### config.mk
export PLATFORM = sky130hd
export DESIGN_NAME = keccak_ctrl
export DESIGN_NICKNAME = d
export VERILOG_FILES = /design/src/rtl/keccak_ctrl.sv
export SDC_FILE = /design/constraint.sdc
export NUM_CORES = 1
export LEC_CHECK = 0
export BUFFER_PORTS_ARGS = -buffer_cell sky130_fd_sc_hd__buf_4
export CORE_AREA = 8 8 45 47
export DETAILED_ROUTE_END_ITERATION = 6
export DIE_AREA = 0 0 53 55
export RECOVER_POWER = 50
export SYNTH_ARGS = -nofsm -noshare
export SYNTH_HDL_FRONTEND = slang
export SYNTH_SLANG_ARGS = --single-unit
### constraint.sdc
create_clock -name clk_i -period 1.6 [get_ports clk_i]
set_clock_uncertainty 0.1 [all_clocks]
set_input_delay 0.24 -clock clk_i [delete_from_list [all_inputs] [get_ports clk_i]]
set_output_delay 0.24 -clock clk_i [all_outputs]
set_load 0.01 [all_outputs]
### src/rtl/keccak_ctrl.sv
//==============================================================================
// Module      : keccak_ctrl
// Description : Sequencing controller for an iterative Keccak permutation core.
//               Walks IDLE -> LOAD -> ROUND x NUM_ROUNDS -> STORE -> IDLE and
//               keeps sticky done/err flags plus a level interrupt.
// Revision    : 1.0 - initial release
//==============================================================================
`default_nettype none

module keccak_ctrl #(
  parameter int NUM_ROUNDS = 24,
  parameter int RIDX_W     = 5
) (
  input  logic              clk_i,
  input  logic              rst_ni,
  input  logic              start_i,
  input  logic              abort_i,
  input  logic              clear_i,
  input  logic              intr_en_i,
  output logic              load_o,
  output logic              round_en_o,
  output logic [RIDX_W-1:0] round_idx_o,
  output logic              last_round_o,
  output logic              store_o,
  output logic              busy_o,
  output logic              done_o,
  output logic              err_o,
  output logic              intr_o
);

  typedef enum logic [1:0] {
    IDLE  = 2'd0,
    LOAD  = 2'd1,
    ROUND = 2'd2,
    STORE = 2'd3
  } state_t;

  localparam logic [RIDX_W-1:0] LAST_IDX = RIDX_W'(NUM_ROUNDS - 1);

  state_t            state;
  logic [RIDX_W-1:0] round_ctr;
  logic              done_q;
  logic              err_q;

  // Single state machine: sequencing, round counter and sticky flags
  always_ff @(posedge clk_i or negedge rst_ni) begin
    if (!rst_ni) begin
      state     <= IDLE;
      round_ctr <= '0;
      done_q    <= 1'b0;
      err_q     <= 1'b0;
    end else begin
      // A rejected start must be visible even if software clears in the same cycle
      if ((state != IDLE) && start_i) begin
        err_q <= 1'b1;
      end else if (clear_i) begin
        err_q <= 1'b0;
      end

      // Completion beats a coincident clear; an abort in STORE never completes
      if ((state == STORE) && !abort_i) begin
        done_q <= 1'b1;
      end else if (clear_i || ((state == IDLE) && start_i && !abort_i)) begin
        done_q <= 1'b0;
      end

      case (state)
        IDLE: begin
          round_ctr <= '0;
          if (start_i && !abort_i) begin
            state <= LOAD;
          end
        end
        LOAD: begin
          round_ctr <= '0;
          state     <= abort_i ? IDLE : ROUND;
        end
        ROUND: begin
          if (abort_i) begin
            state     <= IDLE;
            round_ctr <= '0;
          end else if (round_ctr == LAST_IDX) begin
            state     <= STORE;
            round_ctr <= '0;
          end else begin
            round_ctr <= round_ctr + RIDX_W'(1);
          end
        end
        STORE: begin
          state     <= IDLE;
          round_ctr <= '0;
        end
        default: begin
          state     <= IDLE;
          round_ctr <= '0;
        end
      endcase
    end
  end

  // Core strobes are pure decodes of registered state, so inputs never reach them
  assign load_o       = (state == LOAD);
  assign round_en_o   = (state == ROUND);
  assign store_o      = (state == STORE);
  assign busy_o       = (state != IDLE);
  assign round_idx_o  = (state == ROUND) ? round_ctr : '0;
  assign last_round_o = (state == ROUND) && (round_ctr == LAST_IDX);
  assign done_o       = done_q;
  assign err_o        = err_q;
  assign intr_o       = done_q & intr_en_i;

endmodule

`default_nettype wire

* Word level (Yosys, flattened, before mapping)
Index checks and enable logic that the tools add are counted.
** Cells by class
- Add/sub/neg operators :: 1
- Equality and inequality tests :: 6
- Mux-type cells :: 13
- Bitwise operators :: 1
- Reductions and logical operators :: 14
** Operators by type and width (number)
- 5-bit 2-to-1 mux :: 3
- 5-bit one-hot mux with 2 select lines :: 1
- 2-bit 2-to-1 mux :: 4
- 2-bit one-hot mux with 4 select lines :: 1
- 1-bit logical AND :: 6
- 2-bit nonzero test :: 3
- 5-bit by 1-bit adder with 5-bit output (second input constant) :: 1
- 5-bit equality test (second input constant) :: 1
- 2-bit equality test (second input constant) :: 2
- 1-bit 2-to-1 mux :: 4
- 3-bit by 2-bit inequality test with 1-bit output (second input constant) :: 1
- 3-bit OR reduction :: 1
- 2-bit by 1-bit equality test with 1-bit output (second input constant) :: 1
- 2-bit zero test :: 1
- 2-bit by 1-bit inequality test with 1-bit output (second input constant) :: 1
- 2-bit AND reduction :: 1
- 1-bit bitwise AND :: 1
- 1-bit zero test :: 1
- 1-bit logical OR :: 1
** Word-level totals
- Flip-flop bits (word level) :: 9

* Depth between registers and ports, before layout
Gate-level depths: netlist of the first run.
- Depth after elaboration :: 6
- Depth in mapped cells :: 4
- Gate-level depth less buffers :: 4

* Worst setup path before layout of the first run
No wires, ideal clock.
- Path type :: reg2out
- From :: reg state[0]
- To :: out round_idx_o[0]
- Data arrival time :: 952 ps
- Slack :: 308 ps
- Cell stages (with the launch flop) :: 4
- Buffers on the path :: 0
- Cell sequence :: dfrtp_1 -> nand2b_1 -> inv_1 -> and2_1
** On the way
- Longest elaborated chain between the ends :: 2
** Ends and longest elaborated chain
- start: declaration :: line 40 : state_t state;
- start signal: assignment :: line 76 : state <= abort_i ? IDLE : ROUND;
- 2-bit equality test
- net round_en_o :: line 21 : output logic round_en_o,
- 5-bit 2-to-1 mux :: line 106 : assign round_idx_o = (state == ROUND) ? round_ctr : '0;
- end: declaration :: line 22 : output logic [RIDX_W-1:0] round_idx_o,
The timed path passes the listed nets, and every way through them passes these cells.

* Worst setup path in the final report of the first run
- From :: reg state[0]
- To :: out last_round_o
** On the way
- Longest elaborated chain between the ends :: 2
** Ends and longest elaborated chain
- 2-bit equality test :: line 107 : assign last_round_o = (state == ROUND) && (round_ctr == LAST_IDX);
- 1-bit logical AND :: line 107
- end: declaration :: line 23 : output logic last_round_o,
No other way between the ends.

==> results.py, run 1 <==
metrics = {
    "critical_path": {
        "cp_max_fo": 5,
        "worstPathArrival_ps": 1190,
        "crit_path_start_kind": "flip-flop",
        "ff2ff_setup_slack_ps": 190,
        "critical_path_class": "flip-flop to output pin",
        "cp_data_required_time_ps": 1260,
        "path_cells": "nand2b_4 -> buf_4 -> nor2_4 -> buf_6",
        "worst_path_largest_cell_delay_ps": 420,
        "crit_path_end_kind": "output pin",
        "slowest_stage": "dfrtp_1",
    },
    "power_and_ir_drop": {
        "p_seq_frac": 0.493,
        "ir_drop_mv": 0.4190,
        "switching_share": 0.2382,
        "clkPwrFrac": 0.331,
        "power_switching_uw": 119.4,
        "combPwrFrac": 0.176,
        "leakage_nw": 0.4085,
        "p_int_uw": 381.9,
        "power.density_nw_per_um2": 654.7,
    },
    "layout": {
        "n_antenna_cell": 0,
        "fin_nets": 84,
        "drive_gt1_frac": 0.4605,
        "multi_input_area_um2": 285.3,
        "syn_to_final_growth_pct": 58.55,
        "nFillCells": 127,
        "seqCellArea_um2": 226.5,
        "utilization": 0.5533,
    },
    "timing": {
        "min_period_over_period": 0.9555,
        "relSlewSlack": 0.6658,
        "setup_viol": 0,
        "tightest_slew_ps": 501.3,
        "fin_ws_ps": 71.24,
        "finalCriticalPeriod_ps": 1529,
        "clock.fmax_mhz": 654.1,
        "rsz0062_at_grt": "no",
        "final.setup.tns_ps": 0,
        "hold_viol": 0,
        "drv_slew": 0,
    },
    "route": {
        "vias": 432,
        "ant_nets": 0,
        "drc": 0,
        "drt_iter0_markers": 2,
        "routedWlPerCell_um": 13.46,
        "firstDrtPassIters": 4,
        "via_per_inst": 4.696,
        "wirelength_mm": 1.238,
    },
    "clock_tree": {
        "clock-sinks": 9,
        "cts_tree": "yes",
        "clkSlewWorstSetupHoldPaths_ps": 60,
        "cts_max_path_buffers": 2,
        "cts-root-buf": "clkbuf_4",
        "numCtsBuffers": 3,
        "cts.htree.levels": 1,
        "insertion_delay_ps": 250,
    },
    "synthesis": {
        "synth_cell_types": 23,
        "synthesis.nets": 54,
        "ys_async_sr_fraction": 1.000,
        "yosysMostFrequentCell": "dfrtp_1",
        "synthCells": 47,
        "synth_ff_type": "dfrtp_1",
        "syn_avg_cell_area_um2": 10.28,
        "yosysWarnings": 0,
        "ys_seq_area_frac": 0.4663,
        "yosysTopAreaCell": "dfrtp_1",
        "netlist_top_cells_count": "dfrtp_1 (9), and2_1 (7), nor2_1 (4)",
        "synth_edf_count": 0,
        "ys_ff_latch": 9,
        "yosysTopAreaCellShare": 0.4663,
        "netlist_area_um2": 483.0,
        "synthTopCellsByArea": "dfrtp_1 (47%), and2_1 (9.1%), nand2b_1 (3.9%)",
    },
    "placement": {
        "gp_congestion": 0.7007,
        "portBuffers": 18,
        "pre_cts_ws_ps": 177.6,
        "dpl.hpwl_um": 916.2,
    },
    "grt": {
        "use_met1": 0.09190,
        "grtUsageMet2": 0.1699,
        "use_met3": 0.04011,
        "grt_pass1_wl_mm": 1.938,
        "grt_max_degree": 10,
        "grt-busiest-layer": "met2",
        "grtUsageTotal": 0.09372,
        "grt_pass1_vias": 424,
        "antenna_found_initial": 0,
        "overflow": 0,
    },
    "die": {
        "initial_core_util": 0.3490,
        "rows": 14,
        "die_w_um": 53,
        "die_area_um2": 2915,
        "pin_count": 19,
        "core_um2": 1384,
        "fp.dieH_um": 55,
    },
    "status": {
        "outcome": "completed",
    },
    "run": {
        "drv_cap": 0,
    },
    "hold_path": {
        "min_path_type": "primary input to flip-flop",
    },
}
## layout make-up
cell class                 count  area share
clock buffer                   4     0.03431
inverter                       3     0.01797
multi-input combinational     35      0.3725
sequential                     9      0.2958
tap                           16     0.02614
timing repair buffer          25      0.2533
## critical path, delay by kind of cell, from the launching register on
family,cells,cell delay (ps)
and+or+nand+nor,2,270
DFF,1,420
buffers and inverters,2,250
## state kept, by name, summed over array words and instances, names as in the netlist
register   cells
round_ctr      5
state          2
done_o         1
err_o          1
## per-stage QoR
stage	total power, mW	hold slack [ps]	instances	cell area, um^2
detailed placement	0.3210	-26.36	81	638.1
CTS	0.4999	86.84	89	718.2
floorplan	0.2792	-155.6	47	483.0
global route	0.5277	106.2	92	765.7
finish	0.5013	96.37	92	765.7
global placement	0.3181	-31.36	81	638.1
## layout by cell type, fill, tap and decap left out
cell type | netlist | final
dfrtp_2 | 0 | 1
nand3_1 | 1 | 1
nor3b_1 | 1 | 1
dfrtp_1 | 9 | 8
a21oi_1 | 2 | 2
mux2_4 | 1 | 1
nand2_1 | 2 | 2
ha_4 | 0 | 1
or2_4 | 0 | 1
o21ba_1 | 1 | 1
and2_1 | 7 | 7
xor2_1 | 1 | 1
clkbuf_1 | 0 | 4
nor3_1 | 2 | 2
a22o_1 | 1 | 1
buf_6 | 0 | 4
nor3_2 | 1 | 1
nor2b_1 | 1 | 1
a2bb2oi_1 | 1 | 1
inv_1 | 3 | 2
buf_4 | 0 | 17
nand2b_4 | 0 | 1
dlygate4sd3_1 | 0 | 1
and2_2 | 1 | 1
nand2b_1 | 3 | 2
clkbuf_4 | 0 | 3
nor2_4 | 0 | 1
nor2_1 | 4 | 3
xnor2_1 | 1 | 1
and4b_2 | 1 | 1
nand4b_4 | 0 | 1
inv_4 | 0 | 1
## final timing paths
| check | cells past startpoint | end | from |
|---|---|---|---|
| setup / recovery | 4 | last_round_o | state[0] |
| hold / removal | 2 | state[0] | abort_i |
| setup reg to reg | 5 | state[0] | round_ctr[0] |
| hold reg to reg | 1 | round_ctr[0] | round_ctr[0] |
| max in group asynchronous | 2 | state[1] | rst_ni |
| min in group asynchronous | 2 | done_o | rst_ni |
## power groups by stage
stage	clock, mW	sequential (mW)	combinational [mW]
floorplan	0	0.249	0.0300
global placement	0	0.249	0.0690
detailed placement	0	0.250	0.0707
CTS	0.173	0.246	0.0816
global route	0.181	0.249	0.0974
finish	0.166	0.247	0.0881
## metal layers
| layer | up-vias | part of all wire |
|---|---|---|
| li1 | 218 | - |
| met1 | 201 | 0.37 |
| met2 | 11 | 0.55 |
| met3 | 2 | 0.062 |
| met4 | 0 | 0.011 |
| met5 | - | 0 |
## logic make-up after synthesis
logic type,Yosys count,synth area share
adders and majority gates,1,0.02590
xor gates and xnor gates,2,0.03628
buffers and inverters,3,0.02331
DFF,9,0.4663
muxes,1,0.03108
and+or+nand+nor,26,0.3394
AOI/OAI and AO/OA,5,0.07773
## repair_timing
| action | 4_1_cts | 5_1_grt |
|---|---|---|
| setup buffers | 3 | 3 |
| setup endpoints to repair | 6 | 7 |
| resized for setup | 4 | 10 |
| hold buffers | 1 | 0 |
| endpoints found under the hold margin | 9 | 0 |
| pin swaps | 2 | 2 |
Power figures use the tool's default switching activity.
==> run 2: changes to the inputs <==
--- a/config.mk
+++ b/config.mk
@@ -10,6 +10,7 @@
 export DETAILED_ROUTE_END_ITERATION = 6
 export DIE_AREA = 0 0 53 55
 export RECOVER_POWER = 50
+export SETUP_SLACK_MARGIN = 0.5
 export SYNTH_ARGS = -nofsm -noshare
 export SYNTH_HDL_FRONTEND = slang
 export SYNTH_SLANG_ARGS = --single-unit
==> run 2 against run 1 <==
Flip-flop and latch count did not move; wire length rose by 2.3%; final area rose by 13%; combinational power rose by 26%; total power rose by 6.9%; clock power rose by 10%; global-route usage fell by 0.18 points; critical endpoint is now round_idx_o[3]; setup slack improved by 23 ps; register-to-register slack improved by 60 ps; final cell count rose by 5.4%; hold slack got worse by 4.9 ps.
==> results.py, run 2 (synthesis gave the netlist of run 1 again) <==
metrics = {
    "layout": {
        "drive_gt1_frac": 0.6296,
        "fin_nets": 89,
        "finalNonFillerCells": 97,
        "largest_register": "round_ctr",
        "n_antenna_cell": 0,
        "largest_reg_flops": 5,
        "syn_to_final_growth_pct": 79.79,
        "final_common_cell": "buf_4",
        "layout_common_cells": "buf_4 (14), buf_6 (11), and2_4 (7), dfrtp_1 (7), clkbuf_1 (5)",
        "reg.largest.list": "round_ctr x5, state x2",
        "final_area_um2": 868.3,
    },
    "route": {
        "ant_nets": 0,
        "routedWlPerCell_um": 13.06,
        "drt_iter0_markers": 5,
        "vias": 440,
        "drc": 0,
        "via_per_inst": 4.536,
        "wirelength_mm": 1.267,
        "firstDrtPassIters": 3,
    },
    "placement": {
        "pre_cts_ws_ps": 273.7,
        "gp_congestion": 0.6888,
        "dpl.hpwl_um": 837.6,
        "dp_cells": 81,
        "portBuffers": 18,
        "place_area_um2": 679.4,
    },
    "timing": {
        "setup_viol": 0,
        "tightest_slew_ps": 488.1,
        "hold_viol": 0,
        "finalCriticalPeriod_ps": 1506,
        "drv_slew": 0,
        "fin_ws_ps": 94.11,
        "min_period_over_period": 0.9412,
        "relSlewSlack": 0.6746,
        "rsz0062_at_grt": "yes",
        "final.setup.tns_ps": 0,
        "clock.fmax_mhz": 664.1,
    },
    "critical_path": {
        "reg2reg_to": "state[0]",
        "critical_path_class": "flip-flop to output pin",
        "r2r_cells": 4,
        "crit_end": "round_idx_o[3]",
        "path_cells": "nand2b_4 -> inv_6 -> and2_4 -> buf_6",
        "critPathBufInv": 2,
        "worstPathArrival_ps": 1170,
        "cp_top_family": "flip-flops",
        "ff2ff_setup_slack_ps": 250,
        "crit_path_start_kind": "flip-flop",
        "timing.rr.start": "state[1]",
        "crit_path_end_kind": "output pin",
        "cp_data_required_time_ps": 1260,
        "slowest_stage": "dfrtp_2",
        "worst_path_largest_cell_delay_ps": 410,
        "cp_max_fo": 7,
        "critical_path_depth": 4,
        "critical_path.startpoint": "state[0]",
    },
    "grt": {
        "use_met3": 0.02139,
        "grtUsageTotal": 0.09191,
        "antenna_found_initial": 0,
        "grtUsageMet2": 0.1465,
        "use_met1": 0.1023,
        "grt_max_degree": 10,
        "grt_pass1_wl_mm": 1.959,
        "grt-busiest-layer": "met2",
        "overflow": 0,
        "grt_pass1_vias": 422,
    },
    "clock_tree": {
        "clkSlewWorstSetupHoldPaths_ps": 60,
        "cts-root-buf": "clkbuf_4",
        "insertion_delay_ps": 270,
        "clock-sinks": 9,
        "cts_tree": "yes",
        "cts.htree.levels": 1,
        "numCtsBuffers": 3,
        "cts_max_path_buffers": 2,
    },
    "hold_path": {
        "min_path_type": "primary input to flip-flop",
    },
    "die": {
        "fp.dieH_um": 55,
        "rows": 14,
        "core_um2": 1384,
        "die_w_um": 53,
        "pin_count": 19,
        "initial_core_util": 0.3490,
        "die_area_um2": 2915,
    },
    "status": {
        "outcome": "completed",
    },
    "power_and_ir_drop": {
        "leakage_nw": 0.4471,
        "ir_drop_mv": 0.5889,
        "power.density_nw_per_um2": 617.2,
    },
    "run": {
        "drv_cap": 0,
    },
}
==> run 2: cell types whose count changed in the layout (fill, tap and decap cells not counted), moves of 2 or more <==
cell,change
and2_4,+7
a21oi_2,+2
buf_4,-3
a21oi_1,-2
buf_6,+7
and2_1,-6
==> run 2: through the flow <==
| step | hold slack (ps) | utilization | power (mW) |
|---|---|---|---|
| 6_report | 91.43 | 0.6275 | 0.5359 |
| 5_1_grt | 102.4 | 0.6275 | 0.5582 |
| 4_1_cts | 83.15 | 0.6230 | 0.5354 |
| 3_5_place_dp | -32.06 | 0.4910 | 0.3246 |
| 3_3_place_gp | -33.21 | 0.4910 | 0.3241 |
| 2_1_floorplan | -155.6 | - | 0.2849 |
==> run 2: how the worst min path moves through the flow <==
stage                   endpoint    start  cells past startpoint
global placement    round_ctr[3]   rst_ni                      1
global route            state[0]  abort_i                      2
finish                  state[0]  abort_i                      2
CTS                     state[0]  abort_i                      2
floorplan                 done_o   rst_ni                      0
detailed placement  round_ctr[0]   rst_ni                      1
==> run 2: layout make-up <==
class,count,area [um^2]
Clock buffer,4,26.28
Fill cell,112,515.5
Inverter,3,16.27
Multi-Input combinational cell,35,324.1
Sequential cell,9,227.7
Tap cell,16,20.02
Timing Repair Buffer,30,254.0
==> run 2: routing by layer <==
metal,up-vias,wire length [um]
li1,223,-
met4,0,39
met3,5,61
met1,202,557
met5,-,0
met2,10,609
==> run 2: power breakdown <==
part           switching, mW  leakage (nW)  internal [mW]
logic                 0.0500         0.312         0.0606
registers            0.00619         0.120          0.236
clock network         0.0864        0.0150         0.0965
==> run 2: worst reg2reg max path, cell delays in order, from the launching register on <==
cell      delay (ps)
dfrtp_2          390
clkbuf_1         220
buf_6            150
mux2_4           310
nor3_4           100
==> run 2: timing repair <==
item | 4_1_cts | 5_1_grt
pin swaps | 6 | 4
setup endpoints to repair | 19 | 22
setup buffers | 11 | 0
endpoints found under the hold margin | 9 | 0
resized for setup | 20 | 10
hold buffers | 1 | 0
==> run 3: changes to the inputs <==
--- a/config.mk
+++ b/config.mk
@@ -6,9 +6,13 @@
 export NUM_CORES = 1
 export LEC_CHECK = 0
 export BUFFER_PORTS_ARGS = -buffer_cell sky130_fd_sc_hd__buf_4
-export CORE_AREA = 8 8 45 47
+export CELL_PAD_IN_SITES_DETAIL_PLACEMENT = 2
+export CELL_PAD_IN_SITES_GLOBAL_PLACEMENT = 2
+export CORE_ASPECT_RATIO = 0.8
+export CORE_MARGIN = 8
+export CORE_UTILIZATION = 26
 export DETAILED_ROUTE_END_ITERATION = 6
-export DIE_AREA = 0 0 53 55
+export PLACE_DENSITY_LB_ADDON = 0.1
 export RECOVER_POWER = 50
 export SETUP_SLACK_MARGIN = 0.5
 export SYNTH_ARGS = -nofsm -noshare
==> run 3 against run 2 <==
Clock power is 8% higher; maximum frequency fell by 4.4%; sequential share of layout area shrank 4.1 points; non-clock buffer count rose by 11; die area rose by 20%; first-iteration DRC count increased by 60%; highest routed layer unchanged; critical path type unchanged; via count up 20%; setup slack worse by 69 ps; wire length increased by 84%.
==> results.py, run 3 (synthesis gave the netlist of run 1 again) <==
metrics = {
    "route": {
        "firstDrtPassIters": 4,
        "ant_nets": 0,
        "routedWlPerCell_um": 20.07,
        "vias": 526,
        "drt_iter0_markers": 8,
        "via_per_inst": 4.534,
        "drc": 0,
        "wirelength_mm": 2.328,
    },
    "layout": {
        "n_antenna_cell": 0,
        "largest_register": "round_ctr",
        "fin_nets": 100,
        "nFillCells": 184,
        "syn_to_final_growth_pct": 112.7,
        "finalNonFillerCells": 116,
        "utilization": 0.5639,
        "layout_common_cells": "buf_4 (18), buf_6 (18), and2_4 (7), dfrtp_1 (7)",
        "reg.largest.list": "round_ctr x5, state x2",
        "final_area_um2": 1027,
        "largest_reg_flops": 5,
        "drive_gt1_frac": 0.7283,
    },
    "timing": {
        "final.setup.tns_ps": 0,
        "relSlewSlack": 0.6426,
        "fin_ws_ps": 25.36,
        "finalCriticalPeriod_ps": 1575,
        "whs_ps": 107.1,
        "drv_slew": 0,
        "clock.fmax_mhz": 635.1,
        "hold_viol": 0,
        "setup_viol": 0,
        "tightest_slew_ps": 536.1,
        "rsz0062_at_grt": "yes",
        "min_period_over_period": 0.9841,
    },
    "critical_path": {
        "crit_path_start_kind": "flip-flop",
        "critPathBufInv": 2,
        "slowest_stage": "dfrtp_2",
        "worst_path_largest_cell_delay_ps": 430,
        "path_cells": "nand2b_4 -> inv_6 -> and2_4 -> buf_6",
        "cp_top_family": "flip-flops",
        "crit_path_end_kind": "output pin",
        "critical_path_class": "flip-flop to output pin",
        "worstPathArrival_ps": 1230,
        "cp_max_fo": 7,
        "cp_data_required_time_ps": 1260,
    },
    "run": {
        "drv_cap": 0,
    },
    "hold_path": {
        "min_path_type": "primary input to flip-flop",
    },
    "status": {
        "outcome": "completed",
    },
    "die": {
        "initial_core_util": 0.2651,
        "pin_count": 19,
        "rows": 14,
        "die_area_um2": 3501,
        "core_um2": 1822,
        "fp.dieH_um": 54.55,
        "die_w_um": 64.19,
    },
    "placement": {
        "dp_cells": 89,
        "pre_cts_ws_ps": 224.7,
        "place_area_um2": 689.4,
        "dpl.hpwl_mm": 1.083,
        "gp_congestion": 0.6709,
        "portBuffers": 18,
    },
    "clock_tree": {
        "clock-sinks": 9,
        "cts_max_path_buffers": 2,
        "insertion_delay_ps": 290,
        "numCtsBuffers": 3,
        "cts.htree.levels": 1,
        "cts-root-buf": "clkbuf_4",
        "cts_tree": "yes",
        "clkSlewWorstSetupHoldPaths_ps": 70,
    },
    "power_and_ir_drop": {
        "leakage_nw": 0.5269,
        "ir_drop_mv": 0.4264,
        "power_uw": 602.0,
        "power.density_nw_per_um2": 586.0,
    },
    "grt": {
        "antenna_found_initial": 0,
        "grt_max_degree": 10,
        "grtUsageTotal": 0.1302,
        "overflow": 0,
        "grt_pass1_vias": 555,
        "grt_pass1_wl_mm": 3.132,
    },
}
## run 3: cell count changes in the layout (fill, tap and decap cells not counted), sizes merged
cell,change
clkinv,+1
clkbuf,-2
buf,+12
## run 3: final timing paths
path / startpoint / to / slack [ps] / cells after the start
max: state[0] / round_idx_o[1] / 30 / 4
min: abort_i / state[0] / 110 / 2
max reg2reg: round_ctr[1] / state[0] / 110 / 6
min reg2reg: state[0] / state[0] / 480 / 2
max in group asynchronous: rst_ni / state[0] / 620 / 2
min in group asynchronous: rst_ni / round_ctr[3] / 390 / 2
## run 3: repair_timing
| action | in CTS | in global routing |
|---|---|---|
| pin swaps | 10 | 5 |
| setup buffers | 15 | 7 |
| hold buffers | 1 | 0 |
| resized for setup | 31 | 8 |
| setup endpoints to repair | 21 | 22 |
| endpoints found under the hold margin | 9 | 0 |
## run 3: routing by layer
| metal | track usage | routed length, um |
|---|---|---|
| met1 | 0.1353 | 1027 |
| met2 | 0.2280 | 1182 |
| met3 | 0.04908 | 78 |
| met4 | 0.07942 | 40 |
| met5 | 0 | 0 |
## run 3: power by group
part | switching [mW] | leakage, nW | internal, mW
combinational | 0.0692 | 0.389 | 0.0911
clock | 0.104 | 0.0177 | 0.0932
sequential | 0.00862 | 0.120 | 0.236
total | 0.182 | 0.527 | 0.420
## run 3: cell type report
| type | instances | area (um^2) | share of cell area |
|---|---|---|---|
| Tap cell | 24 | 30.03 | 0.02923 |
| Timing Repair Buffer | 41 | 379.1 | 0.3691 |
| Multi-Input combinational cell | 35 | 346.6 | 0.3374 |
| Inverter | 3 | 16.27 | 0.01583 |
| Clock buffer | 3 | 22.52 | 0.02192 |
| Sequential cell | 9 | 227.7 | 0.2217 |
| Clock inverter | 1 | 5.005 | 0.004872 |
